--- src/rtl/simple_exec_stage_pkg.sv ---
// Shared definitions for the simple core execute stage.
//   exec_op_e    : 4-bit opcode carried on op_i of simple_exec_stage
//   exec_state_e : execute-stage control states (IDLE, MUL_BUSY)
//   MUL_CYCLES   : iterations of the shift-add multiplier
//   MUL_CNT_W    : width of the multiplier iteration counter
package simple_definitions;

  typedef enum logic [3:0] {
    ADD = 4'd0,
    SUB = 4'd1,
    AND = 4'd2,
    OR  = 4'd3,
    XOR = 4'd4,
    SLL = 4'd5,
    SRL = 4'd6,
    SRA = 4'd7,
    SLT = 4'd8,
    MOV = 4'd9,
    MUL = 4'd10
  } exec_op_e;

  typedef enum logic {
    IDLE     = 1'b0,
    MUL_BUSY = 1'b1
  } exec_state_e;

  localparam int unsigned MUL_CYCLES = 32;
  localparam int unsigned MUL_CNT_W  = $clog2(MUL_CYCLES);

endpackage

--- src/rtl/simple_exec_stage_iter_mul.sv ---
// Iterative 32x32->32 shift-add multiplier (low half of the product).
// Compiled only when SIMPLE_EXEC_MUL_EN is defined.
// Ports:
//   clk, reset       : clock, synchronous active-high reset
//   start_i          : load operands and begin (ignored while busy)
//   multiplicand_i   : value shifted left each iteration
//   multiplier_i     : value shifted right each iteration; bit 0 gates the add
//   busy_o           : iterating
//   done_o           : one-cycle pulse after the final iteration
//   product_o        : accumulator; final product valid while done_o=1
`ifdef SIMPLE_EXEC_MUL_EN
module simple_iter_mul
  import simple_definitions::*;
(
  input  logic        clk,
  input  logic        reset,
  input  logic        start_i,
  input  logic [31:0] multiplicand_i,
  input  logic [31:0] multiplier_i,
  output logic        busy_o,
  output logic        done_o,
  output logic [31:0] product_o
);

  logic [31:0]          mcand_q,  mcand_d;
  logic [31:0]          mplier_q, mplier_d;
  logic [31:0]          acc_q,    acc_d;
  logic [MUL_CNT_W-1:0] cnt_q,    cnt_d;
  logic                 busy_q,   busy_d;
  logic                 done_q,   done_d;

  always_comb begin
    mcand_d  = mcand_q;
    mplier_d = mplier_q;
    acc_d    = acc_q;
    cnt_d    = cnt_q;
    busy_d   = busy_q;
    done_d   = 1'b0;
    if (busy_q) begin
      if (mplier_q[0]) begin
        acc_d = acc_q + mcand_q;
      end
      mcand_d  = mcand_q << 1;
      mplier_d = mplier_q >> 1;
      cnt_d    = cnt_q + 1'b1;
      if (cnt_q == MUL_CNT_W'(MUL_CYCLES - 1)) begin
        busy_d = 1'b0;
        done_d = 1'b1;
      end
    end else if (start_i) begin
      mcand_d  = multiplicand_i;
      mplier_d = multiplier_i;
      acc_d    = '0;
      cnt_d    = '0;
      busy_d   = 1'b1;
    end
  end

  always_ff @(posedge clk) begin
    if (reset) begin
      mcand_q  <= '0;
      mplier_q <= '0;
      acc_q    <= '0;
      cnt_q    <= '0;
      busy_q   <= 1'b0;
      done_q   <= 1'b0;
    end else begin
      mcand_q  <= mcand_d;
      mplier_q <= mplier_d;
      acc_q    <= acc_d;
      cnt_q    <= cnt_d;
      busy_q   <= busy_d;
      done_q   <= done_d;
    end
  end

  assign busy_o    = busy_q;
  assign done_o    = done_q;
  assign product_o = acc_q;

endmodule
`endif

--- src/rtl/simple_exec_stage.sv ---
// Execute stage downstream of the simple core register file.
// Computes result = rd OP rs and presents a registered writeback request.
// Single-cycle ALU ops have latency 1; MUL (when SIMPLE_EXEC_MUL_EN is
// defined) runs on simple_iter_mul and presents its result 33 cycles after
// accept. Without SIMPLE_EXEC_MUL_EN, MUL is reported as an illegal opcode.
// Ports:
//   clk, reset            : clock, synchronous active-high reset
//   valid_i / ready_o     : upstream handshake (ready_o combinational)
//   op_i                  : opcode (simple_definitions::exec_op_e)
//   rs_val_i, rd_val_i    : operands from the register file
//   rd_addr_i             : writeback register address
//   valid_o / ready_i     : downstream writeback handshake
//   result_o, wr_addr_o   : writeback value and address
//   illegal_o             : unsupported opcode, qualified by valid_o
module simple_exec_stage
  import simple_definitions::*;
#(
  parameter int unsigned addr_width_p = 4
) (
  input  logic                    clk,
  input  logic                    reset,
  input  logic                    valid_i,
  output logic                    ready_o,
  input  logic [3:0]              op_i,
  input  logic [31:0]             rs_val_i,
  input  logic [31:0]             rd_val_i,
  input  logic [addr_width_p-1:0] rd_addr_i,
  output logic                    valid_o,
  input  logic                    ready_i,
  output logic [31:0]             result_o,
  output logic [addr_width_p-1:0] wr_addr_o,
  output logic                    illegal_o
);

  exec_op_e op;
  logic [4:0]  sh;
  logic [31:0] alu_res;
  logic        alu_ill;
  logic        accept;
  logic        out_free;

  logic                    valid_q,   valid_d;
  logic [31:0]             result_q,  result_d;
  logic [addr_width_p-1:0] wr_addr_q, wr_addr_d;
  logic                    illegal_q, illegal_d;

  assign op       = exec_op_e'(op_i);
  assign sh       = rs_val_i[4:0];
  assign out_free = !valid_q || ready_i;

  always_comb begin
    alu_res = '0;
    alu_ill = 1'b0;
    case (op)
      ADD:     alu_res = rd_val_i + rs_val_i;
      SUB:     alu_res = rd_val_i - rs_val_i;
      AND:     alu_res = rd_val_i & rs_val_i;
      OR:      alu_res = rd_val_i | rs_val_i;
      XOR:     alu_res = rd_val_i ^ rs_val_i;
      SLL:     alu_res = rd_val_i << sh;
      SRL:     alu_res = rd_val_i >> sh;
      SRA:     alu_res = 32'($signed(rd_val_i) >>> sh);
      SLT:     alu_res = {31'b0, $signed(rd_val_i) < $signed(rs_val_i)};
      MOV:     alu_res = rs_val_i;
`ifdef SIMPLE_EXEC_MUL_EN
      // Result arrives later from the multiplier; the ALU path is unused.
      MUL:     alu_res = '0;
`endif
      default: alu_ill = 1'b1;
    endcase
  end

`ifdef SIMPLE_EXEC_MUL_EN
  exec_state_e state_q, state_d;
  logic        mul_start;
  logic        mul_busy;
  logic        mul_done;
  logic [31:0] mul_product;

  assign ready_o = !reset && (state_q == IDLE) && out_free;
  assign accept  = valid_i && ready_o;

  simple_iter_mul u_mul (
    .clk            (clk),
    .reset          (reset),
    .start_i        (mul_start),
    .multiplicand_i (rd_val_i),
    .multiplier_i   (rs_val_i),
    .busy_o         (mul_busy),
    .done_o         (mul_done),
    .product_o      (mul_product)
  );

  always_comb begin
    state_d   = state_q;
    valid_d   = valid_q;
    result_d  = result_q;
    wr_addr_d = wr_addr_q;
    illegal_d = illegal_q;
    mul_start = 1'b0;
    if (valid_q && ready_i) begin
      valid_d = 1'b0;
    end
    case (state_q)
      IDLE: begin
        if (accept) begin
          wr_addr_d = rd_addr_i;
          if (op == MUL) begin
            // Output slot is already free (accept requires it), so valid_d
            // has been cleared above if the old result was consumed.
            mul_start = 1'b1;
            state_d   = MUL_BUSY;
          end else begin
            result_d  = alu_res;
            illegal_d = alu_ill;
            valid_d   = 1'b1;
          end
        end
      end
      MUL_BUSY: begin
        if (mul_done) begin
          result_d  = mul_product;
          illegal_d = 1'b0;
          valid_d   = 1'b1;
          state_d   = IDLE;
        end else if (!mul_busy) begin
          state_d = IDLE;
        end
      end
      default: state_d = IDLE;
    endcase
  end

  always_ff @(posedge clk) begin
    if (reset) begin
      state_q <= IDLE;
    end else begin
      state_q <= state_d;
    end
  end
`else
  assign ready_o = !reset && out_free;
  assign accept  = valid_i && ready_o;

  always_comb begin
    valid_d   = valid_q;
    result_d  = result_q;
    wr_addr_d = wr_addr_q;
    illegal_d = illegal_q;
    if (valid_q && ready_i) begin
      valid_d = 1'b0;
    end
    if (accept) begin
      wr_addr_d = rd_addr_i;
      result_d  = alu_res;
      illegal_d = alu_ill;
      valid_d   = 1'b1;
    end
  end
`endif

  always_ff @(posedge clk) begin
    if (reset) begin
      valid_q   <= 1'b0;
      result_q  <= '0;
      wr_addr_q <= '0;
      illegal_q <= 1'b0;
    end else begin
      valid_q   <= valid_d;
      result_q  <= result_d;
      wr_addr_q <= wr_addr_d;
      illegal_q <= illegal_d;
    end
  end

  assign valid_o   = valid_q;
  assign result_o  = result_q;
  assign wr_addr_o = wr_addr_q;
  assign illegal_o = illegal_q;

endmodule

--- config.mk ---
export PLATFORM = sky130hd
export DESIGN_NAME = simple_exec_stage
export DESIGN_NICKNAME = d
export VERILOG_FILES = /design/src/rtl/simple_exec_stage_pkg.sv /design/src/rtl/simple_exec_stage_iter_mul.sv /design/src/rtl/simple_exec_stage.sv
export SDC_FILE = /design/constraint.sdc
export NUM_CORES = 1
export LEC_CHECK = 0
export CORE_MARGIN = 10
export CORE_UTILIZATION = 48
export CTS_CLUSTER_DIAMETER = 120
export DETAILED_ROUTE_END_ITERATION = 10
export HOLD_SLACK_MARGIN = 0.06
export PLACE_DENSITY = 0.8
export SYNTH_ARGS = -nofsm -noshare
export SYNTH_HDL_FRONTEND = slang
export SYNTH_SLANG_ARGS = --single-unit
--- constraint.sdc ---
create_clock -name clk -period 4.6 [get_ports clk]
set_clock_uncertainty 0.2 [all_clocks]
set_input_delay 1.38 -clock clk [delete_from_list [all_inputs] [get_ports clk]]
set_output_delay 1.38 -clock clk [all_outputs]
set_load 0.03 [all_outputs]
==> out/metrics.cfg <==
[synthesis]
synth_xor_area_share_pct = 1.09
synth_cells = 1422
synth-simple-area-share_pct = 21.0
synth_top_family_by_area = compound AO/OA/AOI/OAI gates
synth_common_cells = nand2_1, nor2_1, a21oi_1
yosysMostFrequentCell = nand2_1
synthArstFlopShare_pct = 0
yosysWarningCount = 0
synth_top_flop_cell = dfxtp_1
synth.area.mux_share_pct = 19.3
synth_edf_count = 0
ys_ff_latch = 38
synth_fa_ha_area_share_pct = 12.2
synthTopCellsByArea = mux4_2, ha_1, dfxtp_1
ys_types = 95
synth_top_cell_area_share_pct = 12.6
synth_compound_area_share_pct = 30.3
syn_area_sq_mm = 0.0104
synth_top_area_cell = mux4_2
ys_seq_area_share_pct = 7.31
avgSynthCellArea_sq_um = 7.32
synth_nets = 1598

[clock_tree]
cts_hold_buffers = 0
numCtsBuffers = 5
insertion_delay_ps = 290
clock_sinks = 38
cts_max_path_buffers = 2
cts_tree = built
clkSlewWorstSetupHoldPaths_ps = 60
htreeDepth = 2
cts_root_buf = clkbuf_16

[place]
hpwl_mm = 42.6
place_congestion = 1.09
pre_cts_slack_ps = -268
placed_cell_area_sq_mm = 0.0135
port_buffers = 114
placed_cells = 1968

[worst_setup_path]
cp-end-kind = register
critPathArrivalTime_ps = 4500
r2r_cells = 5
reg2reg_to = result_o[15]
start_kind = input pin
required_ps = 4570
crit_path_frequent_cell = a221oi_1
cp_cell_sequence = clkdlybuf4s50_1 -> inv_1 -> ha_1 -> or2_1 -> a221oi_1 -> o21a_2 -> a211o_1 -> a31o_2 -> mux2i_1 -> a221oi_1 -> o22ai_1
crit_path_max_incr_delay_ps = 550
rr_startpoint = valid_o
cp_top_family = compound AO/OA/AOI/OAI gates
cp_num_buf_inv = 2
worst-setup-path-type = input pin to register
r2r_slack_ps = 2340
cp_slowest_cell = clkdlybuf4s50_1
cp_max_fo = 4
crit_start = rd_val_i[1]

[cells_and_area]
fin_area_sq_mm = 0.0137
areaGrowthSynthToFinish_pct = 32.1
fin_nets = 1878
stdcell_count = 1980
post-route-util_pct = 64.9
drive_gt1_share_pct = 24.0

[floorplanning]
die_h_microns = 167
ios = 115
start_util_pct = 49.2
die_area_sq_mm = 0.0280
die_x_microns = 167
core_sq_mm = 0.0212
rows = 53

[timing]
slew_headroom_pct = 34.1
tightest_slew_ps = 988
finalMaxSlewViolations = 0
hold_violations = 0
rsz0062_at_grt = yes
final-setup-viol-count = 0
final_min_period_over_clock_period_pct = 98.6
period_minus_slack_ps = 4530
fin_hold_ws_ps = 253
setup_ws_ps = 66.4
max_freq_mhz = 221

[drt]
vias = 13600
drt_iter0_markers = 2190
detail-route-antenna-nets = 0
wl_mm = 53.5
vias_per_cell = 6.88
wire_per_inst_microns = 27.0
drtPass1Iterations = 7
route.detailed.drc = 0

[outcome]
status = finished clean

[global_routing]
grt-ovfl-total = 0
grt_pass1_wl_mm = 79.6
grt_pass1_vias = 12800
grt_max_degree = 54
antenna_found_initial = 4
grt_util_all_layers_pct = 35.8

[pwr]
p_per_area_mw_per_mm2 = 166
leakagePower_nw = 5.89
ir_drop_mv = 0.125

[min_path]
hold_depth = 2
worstHoldPathType = register to register
whs_endpoint = result_o[5]
hp-start = result_o[5]

[job]
cap_violations = 0

-- through the flow --
stage               total power [mW]  TNS (ps)
finish                          2.28         0
global route                    2.37      -243
CTS                             2.21         0
detailed placement              1.84     -2670
global placement                1.83     -1850
floorplan                       1.17         0
-- worst reg2reg max path, cell delays in order (launching register included) --
cell	delay (ps)
dfxtp_1	320
nand2b_1	80
and3_1	340
and2_1	660
o21ai_0	380
o311ai_1	180
-- final cells by class --
type	instances	area, sq um
clock buffer	7	143
inverter	98	369
antenna	2	5.00
multi-input combinational	1166	8820
timing repair buffer	393	3290
tap	275	344
sequential	38	761
clock inverter	1	5.00
fill	1856	7420
-- cells by family (layout without fill, tap and decap cells) --
group | count (synthesis) | count (layout)
simple gates | 466 | 466
fa+ha+maj | 100 | 100
xor+xnor | 13 | 13
buf+inv | 218 | 499
flops | 38 | 38
other cells | 0 | 2
mux | 126 | 126
compound gates | 461 | 461
-- routing by layer --
metal	vias to the layer above	global-route usage (%)	wire length, microns
met5	-	0	27
met4	4	14.3	2620
met3	197	8.66	7070
met2	1085	55.3	22900
met1	6431	46.8	20800
li1	5905	-	-
-- worst max path at each step --
stage                     cells after the start            to  slack [ps]
final                                        11  result_o[25]          70
after global routing                         16  result_o[18]        -100
after CTS                                    12  result_o[30]          10
after detailed placement                     12  result_o[18]        -270
after global placement                       12  result_o[30]        -250
after floorplan                              13  result_o[18]           5
-- repair_timing --
action | CTS | global route
setup buffers | 0 | 2
resized for setup | 1 | 17
setup endpoints to repair | 2 | 15
pin swaps | 1 | 7
-- state kept, by name, summed over array words and instances, names as in the netlist --
name	flops
illegal_o	1
result_o	32
valid_o	1
wr_addr_o	4
-- cell usage in the layout, fill, tap and decap left out, drive strengths merged, types with 10 or more instances in the layout --
cell type        n
nand2b          11
inv             95
dfxtp           38
a31oi           21
xnor2           11
nor4            14
nand3           36
mux2i           51
mux4            58
buf            285
nand2          147
clkdlybuf4s50  108
a211oi          28
a211o           10
ha              98
nor3            35
o21ai           98
nor2           142
a221oi          27
nor2b           11
a21oi          107
mux2            17
o211ai          35
-- where the power goes --
group | switching (mW) | leakage (nW) | internal (mW) | total, mW
combinational | 0.888 | 5.51 | 0.669 | 1.56
sequential | 0.00888 | 0.309 | 0.343 | 0.351
clock | 0.160 | 0.0739 | 0.216 | 0.376
total | 1.06 | 5.89 | 1.23 | 2.28
Note: power is estimated with default switching activity, not from simulation.
